===== config.mk =====
export PLATFORM = sky130hd
export DESIGN_NAME = mem_arbiter
export DESIGN_NICKNAME = d
export VERILOG_FILES = /design/src/rtl/mem_arbiter.sv
export SDC_FILE = /design/constraint.sdc
export NUM_CORES = 1
export LEC_CHECK = 0
export ABC_AREA = 1
export BUFFER_PORTS_ARGS = -buffer_cell sky130_fd_sc_hd__buf_2
export CAP_MARGIN = 40
export CORE_AREA = 2 2 252 254
export CTS_CLUSTER_SIZE = 40
export DETAILED_ROUTE_END_ITERATION = 12
export DIE_AREA = 0 0 254 256
export PLACE_DENSITY = 0.38
export SYNTH_ARGS = -nofsm -noshare
export SYNTH_HDL_FRONTEND = slang
export SYNTH_SLANG_ARGS = --single-unit

===== constraint.sdc =====
create_clock -name clk -period 2.3 [get_ports clk]
set_input_delay 0.345 -clock clk [delete_from_list [all_inputs] [get_ports clk]]
set_output_delay 0.345 -clock clk [all_outputs]
set_load 0.005 [all_outputs]

===== src/rtl/mem_arbiter.sv =====
// mem_arbiter: shares one main-memory port between the I-cache refill path
// (read-only) and the D-cache refill/writeback path (read/write).
// One requester is granted at a time. Its request is latched and issued to
// memory. Write beats are then streamed to memory, or read beats are routed
// back to the owner, until the transaction's last beat.
// Optional feature: define ARB_RR_EN for round-robin arbitration on a tie.
// Without it, D-side has fixed priority over I-side.
module mem_arbiter #(
    parameter int ADDR_WIDTH = 28,
    parameter int DATA_WIDTH = 128,
    parameter int BEATS      = 4
) (
    input  logic                    clk,
    input  logic                    reset_n,
    input  logic                    ic_req_valid,
    output logic                    ic_req_ready,
    input  logic [ADDR_WIDTH-1:0]   ic_req_addr,
    output logic                    ic_resp_valid,
    output logic                    ic_resp_last,
    input  logic                    dc_req_valid,
    output logic                    dc_req_ready,
    input  logic                    dc_req_rw,
    input  logic [ADDR_WIDTH-1:0]   dc_req_addr,
    input  logic                    dc_wdata_valid,
    output logic                    dc_wdata_ready,
    input  logic [DATA_WIDTH-1:0]   dc_wdata,
    input  logic [DATA_WIDTH/8-1:0] dc_wmask,
    output logic                    dc_resp_valid,
    output logic                    dc_resp_last,
    output logic [DATA_WIDTH-1:0]   resp_data,
    output logic                    mem_req_valid,
    input  logic                    mem_req_ready,
    output logic                    mem_req_rw,
    output logic [ADDR_WIDTH-1:0]   mem_req_addr,
    output logic                    mem_req_data_valid,
    input  logic                    mem_req_data_ready,
    output logic [DATA_WIDTH-1:0]   mem_req_data_bits,
    output logic [DATA_WIDTH/8-1:0] mem_req_data_mask,
    input  logic                    mem_resp_valid,
    input  logic [DATA_WIDTH-1:0]   mem_resp_data
);

    localparam int CNT_W = (BEATS > 1) ? $clog2(BEATS) : 1;
    localparam logic [CNT_W-1:0] LAST_BEAT = CNT_W'(BEATS - 1);

    // Owner / last_grant encoding
    localparam logic OWNER_I = 1'b0;
    localparam logic OWNER_D = 1'b1;

    typedef enum logic [1:0] {
        IDLE  = 2'd0,
        REQ   = 2'd1,
        WDATA = 2'd2,
        RRESP = 2'd3
    } state_t;

    state_t                  state_q, state_d;
    logic                    owner_q, owner_d;
    logic                    rw_q, rw_d;
    logic [ADDR_WIDTH-1:0]   addr_q, addr_d;
    logic [CNT_W-1:0]        cnt_q, cnt_d;
    logic                    last_grant_q, last_grant_d;

    logic idle_ok;
    logic pick_d;
    logic at_last;
    logic in_wdata;
    logic in_rresp;
    logic wbeat_fire;
    logic rbeat_fire;

    // Arbitration: choose the winner among the valid requesters in IDLE
    always_comb begin
`ifdef ARB_RR_EN
        // On a tie the side that did not win the previous grant goes first
        pick_d = dc_req_valid && (!ic_req_valid || (last_grant_q == OWNER_I));
`else
        pick_d = dc_req_valid;
`endif
    end

`ifndef ARB_RR_EN
    // last_grant is still tracked in the fixed-priority build, just not consulted
    logic unused_last_grant;
    assign unused_last_grant = last_grant_q;
`endif

    // Handshake and datapath routing derived from the current state
    always_comb begin
        // Readies stay low while reset is held, even though the state is already IDLE
        idle_ok            = (state_q == IDLE) && reset_n;
        in_wdata           = (state_q == WDATA);
        in_rresp           = (state_q == RRESP);
        at_last            = (cnt_q == LAST_BEAT);

        ic_req_ready       = idle_ok && ic_req_valid && !pick_d;
        dc_req_ready       = idle_ok && pick_d;

        mem_req_valid      = (state_q == REQ);
        mem_req_rw         = rw_q;
        mem_req_addr       = addr_q;

        mem_req_data_valid = in_wdata && dc_wdata_valid;
        dc_wdata_ready     = in_wdata && mem_req_data_ready;
        mem_req_data_bits  = dc_wdata;
        mem_req_data_mask  = dc_wmask;
        wbeat_fire         = mem_req_data_valid && mem_req_data_ready;

        // Memory beats outside RRESP are dropped
        rbeat_fire         = in_rresp && mem_resp_valid;
        ic_resp_valid      = rbeat_fire && (owner_q == OWNER_I);
        dc_resp_valid      = rbeat_fire && (owner_q == OWNER_D);
        ic_resp_last       = ic_resp_valid && at_last;
        dc_resp_last       = dc_resp_valid && at_last;
        resp_data          = in_rresp ? mem_resp_data : '0;
    end

    // Next-state logic: grant, issue, then count beats to the end of the transaction
    always_comb begin
        state_d      = state_q;
        owner_d      = owner_q;
        rw_d         = rw_q;
        addr_d       = addr_q;
        cnt_d        = cnt_q;
        last_grant_d = last_grant_q;
        case (state_q)
            IDLE: begin
                if (ic_req_ready || dc_req_ready) begin
                    owner_d      = dc_req_ready ? OWNER_D : OWNER_I;
                    rw_d         = dc_req_ready && dc_req_rw;
                    addr_d       = dc_req_ready ? dc_req_addr : ic_req_addr;
                    last_grant_d = dc_req_ready ? OWNER_D : OWNER_I;
                    state_d      = REQ;
                end
            end
            REQ: begin
                if (mem_req_ready) begin
                    cnt_d   = '0;
                    state_d = rw_q ? WDATA : RRESP;
                end
            end
            WDATA: begin
                if (wbeat_fire) begin
                    cnt_d = cnt_q + CNT_W'(1);
                    if (at_last) state_d = IDLE;
                end
            end
            RRESP: begin
                if (rbeat_fire) begin
                    cnt_d = cnt_q + CNT_W'(1);
                    if (at_last) state_d = IDLE;
                end
            end
            default: state_d = IDLE;
        endcase
    end

    // State and transaction registers; reset abandons any transaction in flight
    always_ff @(posedge clk or negedge reset_n) begin
        if (!reset_n) begin
            state_q      <= IDLE;
            owner_q      <= OWNER_I;
            rw_q         <= 1'b0;
            addr_q       <= '0;
            cnt_q        <= '0;
            last_grant_q <= OWNER_D;
        end else begin
            state_q      <= state_d;
            owner_q      <= owner_d;
            rw_q         <= rw_d;
            addr_q       <= addr_d;
            cnt_q        <= cnt_d;
            last_grant_q <= last_grant_d;
        end
    end

endmodule


==> out/metrics.csv, run 1 <==
stage;metric;value;unit
outcome;status;finished, final reports clean;
sta;min_period_over_period;0.8769;
hold_path;hp-class;in2reg;
yosys;synth_seq_cells;34;
critical_path;cp-end-kind;output port;
clock_network;clockBufferDepth;2;
floorplanning;ios;647;
yosys;synth_nets;991;
detailed_routing;viasPerCell;2.616;
placed_design;dp_hpwl;25.08;mm
final_layout;fin_area;5758;µm²
yosys;synthTopCellsByCount;inv_1 (168), buf_4 (146), nor2_1 (137);
detailed_routing;drc;0;
critical_path;crit_fanout;13;
critical_path;cp.arrival;1.67;ns
detailed_routing;dr_wl_met2;13.14;mm
power_and_ir_drop;internal-power;0.002285;W
yosys;netlist_instances;653;
sta;report.final.slew_viol_count;0;
sta;whs;0.2810;ns
sta;skew;0.003953;ns
yosys;syn_area;3890;µm²
power_and_ir_drop;vdd_drop_max;378.2;µV
power_and_ir_drop;swShare;0.4614;
critical_path;rr_endpoint;mem_req_addr[16];
sta;tightest_slew;0.4064;ns
final_layout;final_layout_size_suffix_gt1_frac;0.4393;
global_routing;track_usage;0.08056;
clock_network;cts_tree;done;
placed_design;placed_cell_area;5598;µm²
global_routing;grt_max_degree;71;
yosys;syn_avg_cell_area;5.957;µm²
power_and_ir_drop;p_sw;0.001958;W
clock_network;h-tree-depth;2;
final_layout;fill_cells;7527;
detailed_routing;top_layer_used;met5;
detailed_routing;routed_wirelength;27.91;mm
sta;finalWorstSetupSlack;0.2831;ns
floorplanning;rows;92;
flow_run;maxCapViolCount;0;
critical_path;r2r-start;state_q[1];
sta;hold_viol;0;
yosys;yosys.cell_count.top_type;inv_1;
clock_network;clk_pin_slew;0.05;ns
yosys;seq_area_frac_synth;0.2187;
placed_design;gp_congestion;0.7267;
clock_network;clk-insertion-delay-late;0.28;ns
placed_design;portBuffers;358;
clock_network;cts_made_buffers;5;
global_routing;antenna_found_initial;21;
critical_path;crit_type;in2out;
clock_network;cts_setup_buffers;0;
floorplanning;die_h;256;µm
yosys;ys_types;20;
hold_path;min-delay-start;dc_req_rw;
sta;period_minus_slack;2.017;ns
floorplanning;core_area;62390;µm²
sta;max_freq;495.8;MHz
sta;setup_viol;0;
power_and_ir_drop;p_seq_frac;0.262;
detailed_routing;vias;4471;
clock_network;cts.sinks;34;
yosys;synth_edf_count;0;
critical_path;critPathMaxStageDelay;0.52;ns
global_routing;grt_pass1_vias;4467;
critical_path;cp_common_cell;buf_2;
detailed_routing;met1Wirelength;8.998;mm
sta;rsz0062_at_grt;no;
yosys;async_flop_share;1.000;
sta;fin_tns_setup;0;ns
yosys;ys_warn_count;0;
sta;maxSlewHeadroom;0.7291;
power_and_ir_drop;comb_power_share;0.586;
critical_path;critPathLaunch;reset_n;
hold_path;hold_end;mem_req_rw;
floorplanning;dieArea;65020;µm²
final_layout;postLayoutCoreUtil;0.09229;
clock_network;cts_resized;0;
detailed_routing;drtIter0Drc;118;
critical_path;startpoint_type;primary input;
power_and_ir_drop;p_leak;3.676;nW
floorplanning;die_w;254;µm
global_routing;overflow;0;
yosys;yosys_most_used_dff;dfrtp_1;
power_and_ir_drop;p_per_area;736.9;nW/µm²
detailed_routing;firstDrtPassIters;4;
yosys;yosys.area.top_type;buf_4;
critical_path;cp.required;1.96;ns
final_layout;fin_nets;1194;
floorplanning;start_util;0.06235;
hold_path;whs_path_depth;3;
detailed_routing;wl_met3;4.510;mm
placed_design;place_ws;0.5608;ns
detailed_routing;wl_per_cell;16.33;µm
critical_path;rr_worst_depth;5;
critical_path;worstPathCellList;dlygate4sd3_1 > buf_2 > nand3_2 > inv_1 > buf_2;
yosys;synth_area_leaders;buf_4 (28%), dfrtp_1 (22%), inv_1 (16%);
clock_network;cts_root_buffer;clkbuf_16;
global_routing;grt_pass1_wl;35.75;mm
power_and_ir_drop;clkPwrFrac;0.152;
yosys;synth_top_area_share;0.2818;
detailed_routing;detail-route-antenna-nets;0;
critical_path;rrSetupSlack;0.70;ns
critical_path;critical-path-slowest-cell;dlygate4sd3_1;
final_layout;syn_to_final_growth;48.02;%
[layer usage]
layer,track usage,up-vias
met4,0.03268,18
li1,-,2127
met2,0.1421,367
met1,0.07191,1868
met3,0.05309,91
met5,0,-
[cells by family after synthesis]
group / after synthesis / share of synthesized area
adder cells (fa/ha/maj): 1 / 0.003216
AND/OR/NAND/NOR: 218 / 0.2203
buffers and inverters: 339 / 0.4793
AO/OA/AOI/OAI: 61 / 0.07848
flip-flops: 34 / 0.2187
[layout by cell type (no fill, tap or decap)]
cell type,count
buf_12,2
buf_2,358
buf_4,5
clkbuf_1,2
clkbuf_16,5
dfrtp_1,34
diode_2,7
dlygate4sd3_1,1
ha_1,1
inv_1,168
inv_4,1
nand2_1,66
nand2_2,1
nand2_4,1
nand3_1,5
nand3_2,2
nand4_1,1
nor2_1,137
nor2_4,1
nor3_1,2
nor4_1,2
o21ai_0,29
o21ai_1,32
[worst max-delay path, delay by kind of cell]
kind,cells,cell delay [ns]
buf+inv,4,1.03
simple gates,1,0.29
[timing repair]
action	4_1_cts	5_1_grt
endpoints found under the setup margin	0	0
hold buffers	1	0
hold endpoints to repair	6	0
[power groups by stage]
stage	Combinational [W]	Sequential [W]	Clock, W
2_1_floorplan	0.00137	0.00109	0
3_3_place_gp	0.00264	0.00113	0
3_5_place_dp	0.00262	0.00112	0
4_1_cts	0.00263	0.00112	0.000670
5_1_grt	0.00286	0.00116	0.000686
6_report	0.00249	0.00111	0.000645
[metrics by stage]
stage	power (W)	std cells
after detailed placement	0.003740	1694
after floorplan	0.002459	653
after CTS	0.004422	1702
after global placement	0.003770	1694
final	0.004243	1709
after global routing	0.004709	1702
[flip-flops by register name (all words and copies together) (netlist names)]
signal        flops
owner_q           1
mem_req_addr     28
cnt_q             2
state_q           2
mem_req_rw        1
[cell type report]
| type | count | area (µm²) | share of cell area |
|---|---|---|---|
| timing repair buffer | 366 | 1879 | 0.3264 |
| multi-input combinational | 280 | 1182 | 0.2053 |
| tap | 846 | 1059 | 0.1838 |
| sequential | 34 | 850.8 | 0.1478 |
| inverter | 169 | 636.9 | 0.1106 |
| clock buffer | 7 | 132.6 | 0.02303 |
| antenna | 7 | 17.52 | 0.003042 |
[worst max path at each step]
stage                     slack, ns        endpoint  depth (start not counted)
after floorplan                0.92  resp_data[100]                          5
after global placement         0.58    resp_data[1]                          4
after detailed placement       0.56    resp_data[1]                          4
after CTS                      0.24    dc_req_ready                          5
after global routing           0.14    dc_req_ready                          5
final                          0.28    dc_req_ready                          5
Note: power is estimated with default switching activity, not from simulation.
==> run 2, diff against run 1 <==
--- a/constraint.sdc
+++ b/constraint.sdc
@@ -3,2 +3,2 @@
 set_output_delay 0.345 -clock clk [all_outputs]
-set_load 0.005 [all_outputs]
+set_load 0.05 [all_outputs]
==> run 2 against run 1 <==
- clock power grew 41%
- critical path depth is 1 lower
- first-iteration DRC count is 8.5% higher
- largest cell class unchanged
- worst hold slack worse by 0.0047 ns
- critical path type is now reg2out
- combinational power increased by 100%
- final area is 0.89% higher
- register-to-register slack worse by 0.09 ns
- sequential share of layout area fell by 0.13 points
- fmax decreased by 2.9%
- flip-flop and latch count unchanged
==> out/metrics.csv, run 2 (synthesized netlist as in run 1, its figures left out) <==
stage;metric;value;unit
global_routing;antenna_found_initial;19;
detailed_routing;drtIter0Drc;128;
final_layout;syn_to_final_growth;49.34;%
global_routing;grt_max_degree;87;
critical_path;crit_family;buffers and inverters;
global_routing;track_usage;0.08138;
sta;setup_viol;0;
critical_path;cp-end-kind;output port;
power_and_ir_drop;vdd_drop_max;667.2;µV
power_and_ir_drop;power;0.006980;W
floorplanning;ios;647;
final_layout;final_layout_size_suffix_gt1_frac;0.4429;
hold_path;min-delay-start;dc_req_addr[26];
floorplanning;start_util;0.06235;
sta;maxSlewHeadroom;0.6717;
floorplanning;die_h;256;µm
sta;max_freq;481.6;MHz
sta;period_minus_slack;2.077;ns
final_layout;fin_nets;1195;
clock_network;h-tree-depth;2;
placed_design;gp_congestion;0.6965;
final_layout;layout_commonest_cell;buf_2;
final_layout;postLayoutCoreUtil;0.09311;
critical_path;critical-path-slowest-cell;dfrtp_1;
critical_path;startpoint_type;flip-flop;
power_and_ir_drop;p_leak;3.708;nW
clock_network;clk_pin_slew;0.06;ns
power_and_ir_drop;p_per_area;1202;nW/µm²
sta;report.final.slew_viol_count;0;
sta;whs;0.2764;ns
detailed_routing;vias;4437;
floorplanning;rows;92;
final_layout;mostFrequentLayoutCells;buf_2 (358), inv_1 (168), nor2_1 (137), nand2_1 (66), dfrtp_1 (34);
outcome;status;finished, final reports clean;
final_layout;fin_area;5809;µm²
detailed_routing;drc;0;
detailed_routing;firstDrtPassIters;4;
detailed_routing;wl_per_cell;16.30;µm
sta;fin_tns_setup;0;ns
floorplanning;dieArea;65020;µm²
sta;hold_viol;0;
clock_network;clockBufferDepth;2;
critical_path;cp.arrival;1.73;ns
final_layout;largest_reg_flops;28;
clock_network;cts_hold_buffers;1;
critical_path;critPathLaunch;state_q[0];
detailed_routing;routed_wirelength;27.82;mm
clock_network;cts_root_buffer;clkbuf_16;
clock_network;cts_tree;done;
placed_design;placed_cell_area;5593;µm²
placed_design;portBuffers;358;
critical_path;cp.required;1.96;ns
global_routing;grt_pass1_wl;36.29;mm
detailed_routing;viasPerCell;2.599;
flow_run;maxCapViolCount;0;
critical_path;crit_type;reg2out;
global_routing;grt_pass1_vias;4555;
clock_network;cts_setup_buffers;0;
sta;rsz0062_at_grt;no;
floorplanning;die_w;254;µm
critical_path;crit_fanout;86;
sta;skew;0.005794;ns
hold_path;hp-class;in2reg;
sta;tightest_slew;0.4925;ns
global_routing;overflow;0;
floorplanning;core_area;62390;µm²
critical_path;worstPathCellList;nand2_4 > buf_12 > nor2_1 > buf_2;
clock_network;cts_made_buffers;5;
critical_path;crit_buf_inv;2;
clock_network;cts_resized;0;
sta;min_period_over_period;0.9028;
critical_path;critPathMaxStageDelay;0.51;ns
clock_network;clk-insertion-delay-late;0.28;ns
detailed_routing;detail-route-antenna-nets;0;
final_layout;fill_cells;7467;
placed_design;dp_hpwl;24.90;mm
critical_path;r2r-start;state_q[1];
clock_network;cts.sinks;34;
[run 2: changes by cell type in the layout (fill, tap and decap cells not counted)]
| cell | change |
|---|---|
| buf_4 | +2 |
| buf_12 | -1 |
| clkbuf_8 | +1 |
| bufinv_16 | +2 |
| clkbuf_1 | -2 |
| diode_2 | -4 |
[run 2: cell type report]
cell class / count / area [µm²] / share of cell area
Timing Repair Buffer: 367 / 1874 / 0.3226
Clock buffer: 6 / 138.9 / 0.02391
Multi-Input combinational cell: 280 / 1182 / 0.2035
Tap cell: 846 / 1059 / 0.1822
Antenna cell: 3 / 7.507 / 0.001292
Inverter: 169 / 636.9 / 0.1096
Sequential cell: 34 / 850.8 / 0.1465
Clock inverter: 2 / 60.06 / 0.01034
[run 2: stage by stage]
step,setup WS (ns),cells
3_5_place_dp,0.5314,1695
2_1_floorplan,-0.2417,653
3_3_place_gp,0.5336,1695
5_1_grt,0.08364,1704
4_1_cts,0.2122,1704
6_report,0.2235,1707
[run 2: worst paths after layout]
kind,end,slack [ns],cells after the start
max in group asynchronous,mem_req_addr[16],1.17,3
worst min register to register,mem_req_addr[12],0.47,2
worst min-delay path,mem_req_addr[26],0.28,3
min in group asynchronous,cnt_q[1],0.46,2
worst max register to register,mem_req_addr[25],0.61,8
worst max-delay path,resp_data[119],0.22,4
[run 2: power breakdown]
part | leakage, nW | internal, W | switching, W
combinational | 3.20 | 0.00100 | 0.00398
clock | 0.0971 | 0.000651 | 0.000262
sequential | 0.411 | 0.000900 | 0.000183
[run 2: worst reg2reg max path, cell delays in order, from the launching register on]
cell and delay (ns):
dfrtp_1 0.39, buf_4 0.18, nor2_4 0.06, nand3_2 0.11
buf_4 0.32, buf_4 0.24, o21ai_0 0.10, o21ai_1 0.11
nand2_1 0.07
[run 2: per-layer routing]
| layer | wire length (µm) | up-vias | global-route usage |
|---|---|---|---|
| met2 | 13110 | 372 | 0.1440 |
| met5 | 84 | - | 0 |
| li1 | - | 2123 | - |
| met1 | 9583 | 1847 | 0.07774 |
| met4 | 1089 | 14 | 0.03154 |
| met3 | 3954 | 81 | 0.04546 |
